`src/rtl/fetch_unit.sv`:
```
// fetch_unit: MIPS instruction fetch stage with PC, one-outstanding imem
// request, IF/ID register, one-entry skid buffer and redirect squash.
//
// Ports:
//   clk, rst_n              clock, asynchronous active-low reset
//   imem_req/addr/ready     request channel (addr is the PC, word aligned)
//   imem_rvalid/rdata       response channel
//   stall                   decode cannot consume IF/ID this cycle
//   redirect/redirect_pc    load new PC, flush IF/ID and skid
//   id_valid/instr/op       IF/ID contents; id_op = id_instr[31:26]
//   id_pc_plus4             PC of id_instr + 4
// Optional (FETCH_PERF_CNT_EN): perf_fetched, perf_stall_cycles.
module fetch_unit #(
    parameter logic [31:0] RESET_PC = 32'h0000_0000
) (
    input  logic        clk,
    input  logic        rst_n,
    output logic        imem_req,
    output logic [31:0] imem_addr,
    input  logic        imem_ready,
    input  logic        imem_rvalid,
    input  logic [31:0] imem_rdata,
    input  logic        stall,
    input  logic        redirect,
    input  logic [31:0] redirect_pc,
    output logic        id_valid,
    output logic [31:0] id_instr,
    output logic [5:0]  id_op,
    output logic [31:0] id_pc_plus4
`ifdef FETCH_PERF_CNT_EN
    ,
    output logic [31:0] perf_fetched,
    output logic [31:0] perf_stall_cycles
`endif
);

    localparam logic [2:0] S_IDLE  = 3'd0;
    localparam logic [2:0] S_REQ   = 3'd1;
    localparam logic [2:0] S_WAIT  = 3'd2;
    localparam logic [2:0] S_HOLD  = 3'd3;
    localparam logic [2:0] S_DRAIN = 3'd4;

    logic [2:0]  state_q, state_d;
    logic [31:0] pc_q, pc_d;
    logic [31:0] skid_q, skid_d;
    logic        valid_q, valid_d;
    logic [31:0] instr_q, instr_d;
    logic [31:0] pc4_q, pc4_d;
    logic [31:0] pc_inc;
    logic        accept;
    logic        load;

    // Low address bits of a redirect target are dropped on purpose.
    logic unused_rpc;
    assign unused_rpc = ^redirect_pc[1:0];

    assign pc_inc = pc_q + 32'd4;
    assign accept = !valid_q || !stall;

    always_comb begin
        state_d = state_q;
        pc_d    = pc_q;
        skid_d  = skid_q;
        valid_d = valid_q;
        instr_d = instr_q;
        pc4_d   = pc4_q;
        load    = 1'b0;
        // Consumed entry drops unless a new word replaces it below.
        if (valid_q && !stall) valid_d = 1'b0;
        if (redirect) begin
            pc_d    = {redirect_pc[31:2], 2'b00};
            valid_d = 1'b0;
            // An accepted request still owes a response: drain it.
            case (state_q)
                S_REQ:   state_d = imem_ready ? S_DRAIN : S_REQ;
                S_WAIT:  state_d = imem_rvalid ? S_REQ : S_DRAIN;
                S_DRAIN: state_d = imem_rvalid ? S_REQ : S_DRAIN;
                default: state_d = S_REQ;
            endcase
        end else begin
            case (state_q)
                S_IDLE: state_d = S_REQ;
                S_REQ: if (imem_ready) state_d = S_WAIT;
                S_WAIT: begin
                    if (imem_rvalid) begin
                        pc_d = pc_inc;
                        if (accept) begin
                            load    = 1'b1;
                            valid_d = 1'b1;
                            instr_d = imem_rdata;
                            pc4_d   = pc_inc;
                            state_d = S_REQ;
                        end else begin
                            skid_d  = imem_rdata;
                            state_d = S_HOLD;
                        end
                    end
                end
                S_HOLD: begin
                    // PC already advanced past the skid word.
                    if (accept) begin
                        load    = 1'b1;
                        valid_d = 1'b1;
                        instr_d = skid_q;
                        pc4_d   = pc_q;
                        state_d = S_REQ;
                    end
                end
                S_DRAIN: if (imem_rvalid) state_d = S_REQ;
                default: state_d = S_IDLE;
            endcase
        end
    end

    always_ff @(posedge clk or negedge rst_n) begin
        if (!rst_n) begin
            state_q <= S_IDLE;
            pc_q    <= RESET_PC;
            skid_q  <= 32'd0;
            valid_q <= 1'b0;
            instr_q <= 32'd0;
            pc4_q   <= 32'd0;
        end else begin
            state_q <= state_d;
            pc_q    <= pc_d;
            skid_q  <= skid_d;
            valid_q <= valid_d;
            instr_q <= instr_d;
            pc4_q   <= pc4_d;
        end
    end

    assign imem_req    = (state_q == S_REQ);
    assign imem_addr   = pc_q;
    assign id_valid    = valid_q;
    assign id_instr    = instr_q;
    assign id_op       = instr_q[31:26];
    assign id_pc_plus4 = pc4_q;

`ifdef FETCH_PERF_CNT_EN
    logic [31:0] fetched_q;
    logic [31:0] stalls_q;

    always_ff @(posedge clk or negedge rst_n) begin
        if (!rst_n) begin
            fetched_q <= 32'd0;
            stalls_q  <= 32'd0;
        end else begin
            if (load) fetched_q <= fetched_q + 32'd1;
            if (valid_q && stall) stalls_q <= stalls_q + 32'd1;
        end
    end

    assign perf_fetched      = fetched_q;
    assign perf_stall_cycles = stalls_q;
`else
    // No performance counters in this build; load is informational only.
    logic unused_load;
    assign unused_load = load;
`endif

endmodule

```
`config.mk`:
```
export PLATFORM = sky130hd
export DESIGN_NAME = fetch_unit
export DESIGN_NICKNAME = d
export VERILOG_FILES = /design/src/rtl/fetch_unit.sv
export SDC_FILE = /design/constraint.sdc
export NUM_CORES = 1
export LEC_CHECK = 0
export CORE_AREA = 2 2 113 197
export CTS_CLUSTER_DIAMETER = 120
export DETAILED_ROUTE_END_ITERATION = 8
export DIE_AREA = 0 0 115 199
export GPL_TIMING_DRIVEN = 0
export PLACE_DENSITY_LB_ADDON = 0.1
export SLEW_MARGIN = 40
export SYNTH_ARGS = -nofsm -noshare
export SYNTH_HDL_FRONTEND = slang
export SYNTH_SLANG_ARGS = --single-unit
```
`constraint.sdc`:
```
create_clock -name clk -period 5.4 [get_ports clk]
set_input_delay 1.08 -clock clk [delete_from_list [all_inputs] [get_ports clk]]
set_output_delay 1.08 -clock clk [all_outputs]
set_load 0.02 [all_outputs]
```
# Word-level counts from Yosys, hierarchy flattened
# Index checks and enable logic that the tools add are counted.
# W data, S select, Z words.
# word_totals
in_bits,70
output_inout_bits,104
wordCells,59
reg_bits,132
# op_classes
add_sub_neg,1
n_eq_ne,11
reduce_logical,13
bitwise_logic,2
mux,26
# op_table
operator,count
$mux W32,9
$pmux W32 S2,2
$add A32 B3 Y32 const B,1
$mux W3,7
$pmux W3 S5,1
$ne A3 B3 Y1 const B,3
$reduce_and A4 Y1,2
$eq A3 B2 Y1 const B,2
$ne A2 B2 Y1 const B,3
$pmux W3 S2,1
$reduce_bool A2 Y1,3
$reduce_and A5 Y1,1
$mux W1,4
$eq A3 B1 Y1 const B,1
$eq A3 B3 Y1 const B,1
$logic_not A3 Y1,1
$ne A3 B1 Y1 const B,1
$logic_not A1 Y1,2
$mux W2,1
$not A1 Y1,2
$pmux W1 S2,1
$reduce_and A2 Y1,1
$reduce_or A2 Y1,1
$logic_and A1 B1 Y1,1
$logic_or A1 B1 Y1,1

# Logic depth before layout (Yosys ltp)
# logic_depth
word_depth,7
ltp_mapped,9
mapped_depth_nobuf,6

# Worst setup path before layout
# Ideal clock, no wire load.
# synth_path
kind,input to register
from,in stall
to,reg pc4_q[26] (netlist: id_pc_plus4[26])
arrival_ps,2222
t_required_ps,5296
setup_ps,104
path_slack_ps,3074
path_buffers,1
stages,5
path_cell_list,nand2_1 -> or3b_1 -> buf_2 -> or4_1 -> o311ai_1
# synth_via
elab_chain_cells,4
elab_cells_between_ends,5
cone_classes,2 x eq/ne; 3 x reduce/logical
# synth_rtl
element,line,rtl
from (decl),23,"input logic stall,"
$logic_not A1 Y1 *,58,assign accept = !valid_q || !stall;
$logic_or A1 B1 Y1 *,58,
$ne A2 B2 Y1 (no line),--,
$reduce_and A5 Y1 (no line) *,--,
to (signal assigned),129,pc4_q <= pc4_d;
to (decl),48,"logic [31:0] pc4_q, pc4_d;"
# Every way passes the cells marked *; elsewhere a longest branch is shown, timed or not.
# A chain may end at the register's enable or synchronous reset.

# Worst setup path after layout
# layout_path
from,in imem_rvalid
to,reg skid_q[6]
# layout_via
elab_chain_cells,1
# layout_rtl
element,line,rtl
from (decl),21,"input logic imem_rvalid,"
$reduce_and A4 Y1 (no line),--,
to (signal assigned),126,skid_q <= skid_d;
to (decl),45,"logic [31:0] skid_q, skid_d;"
# Every way passes these cells.

==> flow_metrics.env <==
export IMPL_status="finished, final reports clean"
export IMPL_htreeDepth=4
export IMPL_clockBufferDepth=2
export IMPL_synth_ff_type="dfrtp_1"
export IMPL_place_hpwl_mm=14.3
export IMPL_die_area_sq_um=22900
export IMPL_start_util_pct=29.4
export IMPL_layout_drive_gt1_share_pct=12.7
export IMPL_critPathKind="input port to register"
export IMPL_insertion_delay_ps=420
export IMPL_postCtsHoldBufs=0
export IMPL_drt_wl_total_mm=18.5
export IMPL_clk_pin_slew_ps=50
export IMPL_worst_clock_skew_ps=12.4
export IMPL_p_leak_nw=3.73
export IMPL_reg2reg_to="id_pc_plus4[31]"
export IMPL_place_inst=1045
export IMPL_synthTopCellsByArea="dfrtp_1 (51%), nand2_1 (6.9%), o21ai_0 (6.5%)"
export IMPL_r2r_slack_ps=2990
export IMPL_post_cts_resized=0
export IMPL_grt_ovfl_total=0
export IMPL_grt_pass1_wl_mm=29.2
export IMPL_yosys_top_cells_count="dfrtp_1 (128), nand2_1 (116), o21ai_0 (81)"
export IMPL_ys_seq_area_share_pct=51.0
export IMPL_area_growth_pct=41.1
export IMPL_io_buffers=167
export IMPL_worstMarginPinSlew_ps=707
export IMPL_hold_violations=0
export IMPL_r2r_start="imem_addr[4]"
export IMPL_irDropWorstVdd_uv=137
export IMPL_firstDrtPassIters=4
export IMPL_worstHoldPathType="register to register"
export IMPL_multi_input_area_sq_um=2800
export IMPL_synth_edff_count=0
export IMPL_required_ps=5700
export IMPL_antenna_found_initial=0
export IMPL_core_sq_um=21300
export IMPL_drt_iter0_drc=198
export IMPL_arrival_ps=3260
export IMPL_ys_seq_elements=128
export IMPL_clock_sinks=128
export IMPL_min_from="id_pc_plus4[12]"
export IMPL_critPathCaptureType="register"
export IMPL_syn_inst=619
export IMPL_viasPerCell=4.78
export IMPL_register_area_sq_um=3200
export IMPL_cts_buffers=17
export IMPL_antenna_cells=0
export IMPL_critPathMaxFanout=10
export IMPL_synth_top_cell_area_share_pct=51.0
export IMPL_p_per_area_nw_per_um2=436
export IMPL_reg2regPathDepth=6
export IMPL_syn_avg_cell_area_sq_um=10.1
export IMPL_synthesis_area_sq_um=6270
export IMPL_hold_end="id_pc_plus4[12]"
export IMPL_fin_cells=1076
export IMPL_maxCapViolCount=0
export IMPL_drc=0
export IMPL_num_io_pins=174
export IMPL_fin_nets=880
export IMPL_die_y_microns=199
export IMPL_grt_usage_pct=16.8
export IMPL_final_antenna_net_count=0
export IMPL_yosysMostFrequentCell="dfrtp_1"
export IMPL_postCtsSetupBuffers=0
export IMPL_grt_max_degree=70
export IMPL_gp_congestion=0.819
export IMPL_setup_ws_ps=2440
export IMPL_slew_violations=0
export IMPL_rsz0062_at_grt="false"
export IMPL_startpoint_type="input port"
export IMPL_placementRows=71
export IMPL_fin_util_pct=41.5
export IMPL_place_ws_ps=1940
export IMPL_post_route_period_util_pct=54.8
export IMPL_vias=5138
export IMPL_cts_tree="built"
export IMPL_first_global_vias=5451
export IMPL_min_period_ps=2960
export IMPL_clock_fmax_ghz=0.338
export IMPL_setup_viol=0
export IMPL_die_w_microns=115
export IMPL_ys_types=42
export IMPL_ys_warn_count=0
export IMPL_avgRoutedWirePerCell_microns=17.2
export IMPL_holdPathStages=2
export IMPL_slew_headroom_pct=52.5
export IMPL_ys_async_sr_fraction_pct=100
export IMPL_yosys_area_top_type="dfrtp_1"
export IMPL_root_buffer="clkbuf_16"
export IMPL_fillers=2148
-- worst max-delay path, cell delays in order --
cell and delay, ps:
clkdlybuf4s50_1 600, nand4bb_1 130, buf_4 210, nor3_2 450, buf_2 390, mux2_2 380
-- worst max path at each step --
stage / from / to / slack [ps] / cells past startpoint
after detailed placement: imem_rvalid / skid_q[6] / 1940 / 6
after global placement: rst_n / id_instr[28] / -1920 / 1
final: imem_rvalid / skid_q[6] / 2440 / 6
after CTS: imem_rvalid / skid_q[6] / 2380 / 6
after floorplan: stall / id_pc_plus4[26] / 3070 / 5
after global routing: imem_rvalid / skid_q[6] / 2320 / 6
-- per-stage QoR --
step | cell area [sq um] | total power, mW | hold WS [ps] | setup TNS (ps)
finish | 8860 | 3.86 | 477 | 0
global route | 8860 | 4.09 | 502 | 0
CTS | 8860 | 3.93 | 482 | 0
detailed placement | 8310 | 2.85 | 471 | 0
global placement | 8280 | 2.83 | 463 | -243690
floorplan | 6290 | 2.08 | 458 | 0
-- final cells by class --
type	count	share of cell area, %
tap	255	3.60
buffer	52	2.98
inverter	6	0.254
multi-input combinational	436	31.6
timing repair buffer	168	19.2
clock inverter	5	0.311
clock buffer	26	5.86
sequential	128	36.2
-- cells in the final DEF (no fill, tap or decap), drive strengths merged, types with 8 or more instances in the layout --
master         count
nor2              15
xnor2             14
o21ai             92
dfrtp            128
mux2              32
xor2              42
mux2i             34
nand2            117
nand4             19
clkdlybuf4s50    166
nand3             26
nor4               8
buf               34
clkbuf            46
-- cells by family after synthesis --
logic type	synth area share, %
AOI/OAI and AO/OA	8.40
xor gates and xnor gates	7.82
adders and majority gates	0.199
buffers and inverters	4.57
DFF	51.0
muxes	11.2
other	0.0598
and+or+nand+nor	16.7
-- layer usage --
metal / wire length, microns / track usage (%) / vias to the layer above
li1: - / - / 2489
met2: 10400 / 31.9 / 127
met5: 0 / 0 / -
met4: 369 / 5.80 / 0
met3: 688 / 3.14 / 24
met1: 7090 / 18.1 / 2498
-- sequential cells by signal, indices dropped and copies added, names as in the netlist --
register,flops
id_instr,32
id_pc_plus4,30
id_valid,1
imem_addr,30
skid_q,32
state_q,3
-- where the power goes --
group,total (mW),switching [mW],internal (mW),leakage (nW)
registers,1.38,0.168,1.21,1.65
logic,1.43,0.750,0.677,1.81
clock network,1.06,0.404,0.654,0.272
No activity file was read; power rests on OpenSTA's default activity.
==> patch: new RTL, same settings <==
Add a define of `FETCH_PERF_CNT_EN`.
--- a/src/rtl/fetch_unit.sv
+++ b/src/rtl/fetch_unit.sv
@@ -12,2 +12,4 @@
 // Optional (FETCH_PERF_CNT_EN): perf_fetched, perf_stall_cycles.
+`define FETCH_PERF_CNT_EN
+
 module fetch_unit #(
Check against the original RTL (old outputs only; new: perf_fetched and perf_stall_cycles): equivalent (equiv_simple and equiv_induct, registers matched by name and starting in step).
==> patch against the unedited design <==
Wire length grew 32%; combinational power rose by 24%; worst setup slack worse by 39 ps; sequential cell count up 64; worst hold slack got worse by 7.6 ps; total power increased by 31%; design area increased by 40%; area after synthesis rose by 45%; critical path type is now register to output pin.
==> patch: results (changes against the unedited design) <==
metric,value,unit,change
dr.first_iter.drc_count,331,,+67%
first_pass_grt_wire_length,39000,µm,+33%
vias,7197,,+40%
asyncSetResetFlopFracSynth,100,%,unchanged
power_leakage,5.22,nW,+40%
gpl.final_weighted_congestion,0.873,,+6.6%
critPathSlowestCell,sky130_fd_sc_hd__clkdlybuf4s50_1,,
path_delay_family,buffers and inverters,,
clk_path_buf_depth,2,,unchanged
cpPeakStageDelay,650,ps,+50 ps
worst_hold_path_type,register to register,,
layout-drive-gt1-share,11.4,%,-1.3 points
place.port_buffers,231,,+38%
avgRoutedWirePerCell,17.7,µm,+2.7%
crit_arrival,1920,ps,-1340 ps
hpwlAfterDp,18000,µm,+26%
grt_antenna_before_repair,0,,unchanged
vias_in_the_first_global_route,7378,,+35%
synth_common_cells,"192 x sky130_fd_sc_hd__dfrtp_1, 82 x sky130_fd_sc_hd__nor2_1, 74 x sky130_fd_sc_hd__nand2_1",,
setup_skew_after_layout,10.5,ps,-1.89 ps
cts_inserted_buffers,17,,unchanged
post_synth_main_area_contributors,"sky130_fd_sc_hd__dfrtp_1 53%, sky130_fd_sc_hd__xnor2_1 6.5%, sky130_fd_sc_hd__xor2_1 5.0%, sky130_fd_sc_hd__mux2_2 4.2%, sky130_fd_sc_hd__mux2i_1 3.7%",,
run_status,finished clean,,
clock_insertion_delay_worst_skew,430,ps,
drt-pass1-iter-count,4,,unchanged
power.ir.vdd_worst,0.276,mV,+100%
synthesis.yosys.warnings,0,,unchanged
synth_flop_type,sky130_fd_sc_hd__dfrtp_1,,
post_cts_resize_count,0,,unchanged
cts.htree.levels,4,,unchanged
cts_root_buffer,sky130_fd_sc_hd__clkbuf_16,,
num_antenna_cells,0,,unchanged
largest_net_degree_at_the_start_of_global_routing,71,,+1.4%
num-fill-cells,1913,,-11%
detailedPlace.worstSlack,2160,ps,+218 ps
fin_nets,1190,,+35%
clkSlewWorstSetupHoldPaths,70,ps,+20 ps
yosysSeqAreaShare,52.9,%,+1.9 points
synthDistinctLibCells,45,,+7.1%
worst_pin_slew,802,ps,+95.1 ps
grt_use_total,22.1,%,+5.3 points
timing.critical_path.fanout_max,10,,unchanged
cts.repair_timing.setup_buffer_count,0,,unchanged
## patch: path summary, 6_finish.rpt
path | start | endpoint | slack (ps) | cells past startpoint
worst min-delay path | perf_stall_cycles[31] | perf_stall_cycles[31] | 470 | 1
worst max register to register | imem_addr[8] | id_pc_plus4[14] | 3070 | 7
max in group asynchronous | rst_n | perf_stall_cycles[10] | 3770 | 3
worst max-delay path | state_q[2] | imem_req | 2400 | 4
worst min register to register | perf_stall_cycles[31] | perf_stall_cycles[31] | 470 | 1
min in group asynchronous | rst_n | perf_fetched[11] | 560 | 1
## patch: worst reg2reg max path, stage by stage, from the launching register on
cell                      delay, ps
sky130_fd_sc_hd__dfrtp_1        360
sky130_fd_sc_hd__buf_2          210
sky130_fd_sc_hd__nand4_1        180
sky130_fd_sc_hd__nor2_1         630
sky130_fd_sc_hd__buf_2          360
sky130_fd_sc_hd__nand2_1         90
sky130_fd_sc_hd__xor2_1         290
sky130_fd_sc_hd__a21oi_1        110
## patch: metrics by stage
stage | setup TNS [ps] | instance area (µm²) | instances | utilization, %
2_1_floorplan | 0 | 9090 | 865 | -
3_3_place_gp | -998370 | 11700 | 1351 | 55.0
3_5_place_dp | 0 | 11800 | 1353 | 55.3
4_1_cts | 0 | 12400 | 1385 | 58.2
5_1_grt | 0 | 12400 | 1385 | 58.2
6_report | 0 | 12400 | 1385 | 58.2
## patch: power by group
| part | total (mW) | internal, mW | switching, mW |
|---|---|---|---|
| combinational | 1.78 | 0.855 | 0.924 |
| clock | 1.33 | 0.771 | 0.559 |
| sequential | 1.97 | 1.74 | 0.226 |
## patch: logic make-up (layout without fill, tap and decap cells)
| logic type | Yosys count | in the layout | synth area share (%) |
|---|---|---|---|
| and+or+nand+nor | 305 | 305 | 17.2 |
| DFF | 192 | 192 | 52.9 |
| xor gates and xnor gates | 119 | 119 | 11.5 |
| AOI/OAI and AO/OA | 104 | 104 | 5.97 |
| muxes | 69 | 69 | 8.09 |
| buffers and inverters | 69 | 334 | 3.90 |
| adders and majority gates | 3 | 3 | 0.413 |
| other | 1 | 4 | 0.0413 |
## patch: area by class of cell
cell class / instances / area, µm² / area share [%]
Buffer: 58 / 313 / 2.52
Clock buffer: 21 / 470 / 3.79
Clock inverter: 11 / 155 / 1.25
Inverter: 11 / 41.3 / 0.333
Multi-Input combinational cell: 604 / 3930 / 31.7
Sequential cell: 192 / 4800 / 38.7
Tap cell: 255 / 319 / 2.57
Timing Repair Buffer: 233 / 2370 / 19.1
## patch: per-layer routing
layer	up-vias	routed length [µm]	track usage [%]
met5	-	0	0
met1	3492	9350	24.6
li1	3458	-	-
met4	0	544	8.21
met3	29	1190	4.97
met2	218	13400	40.4
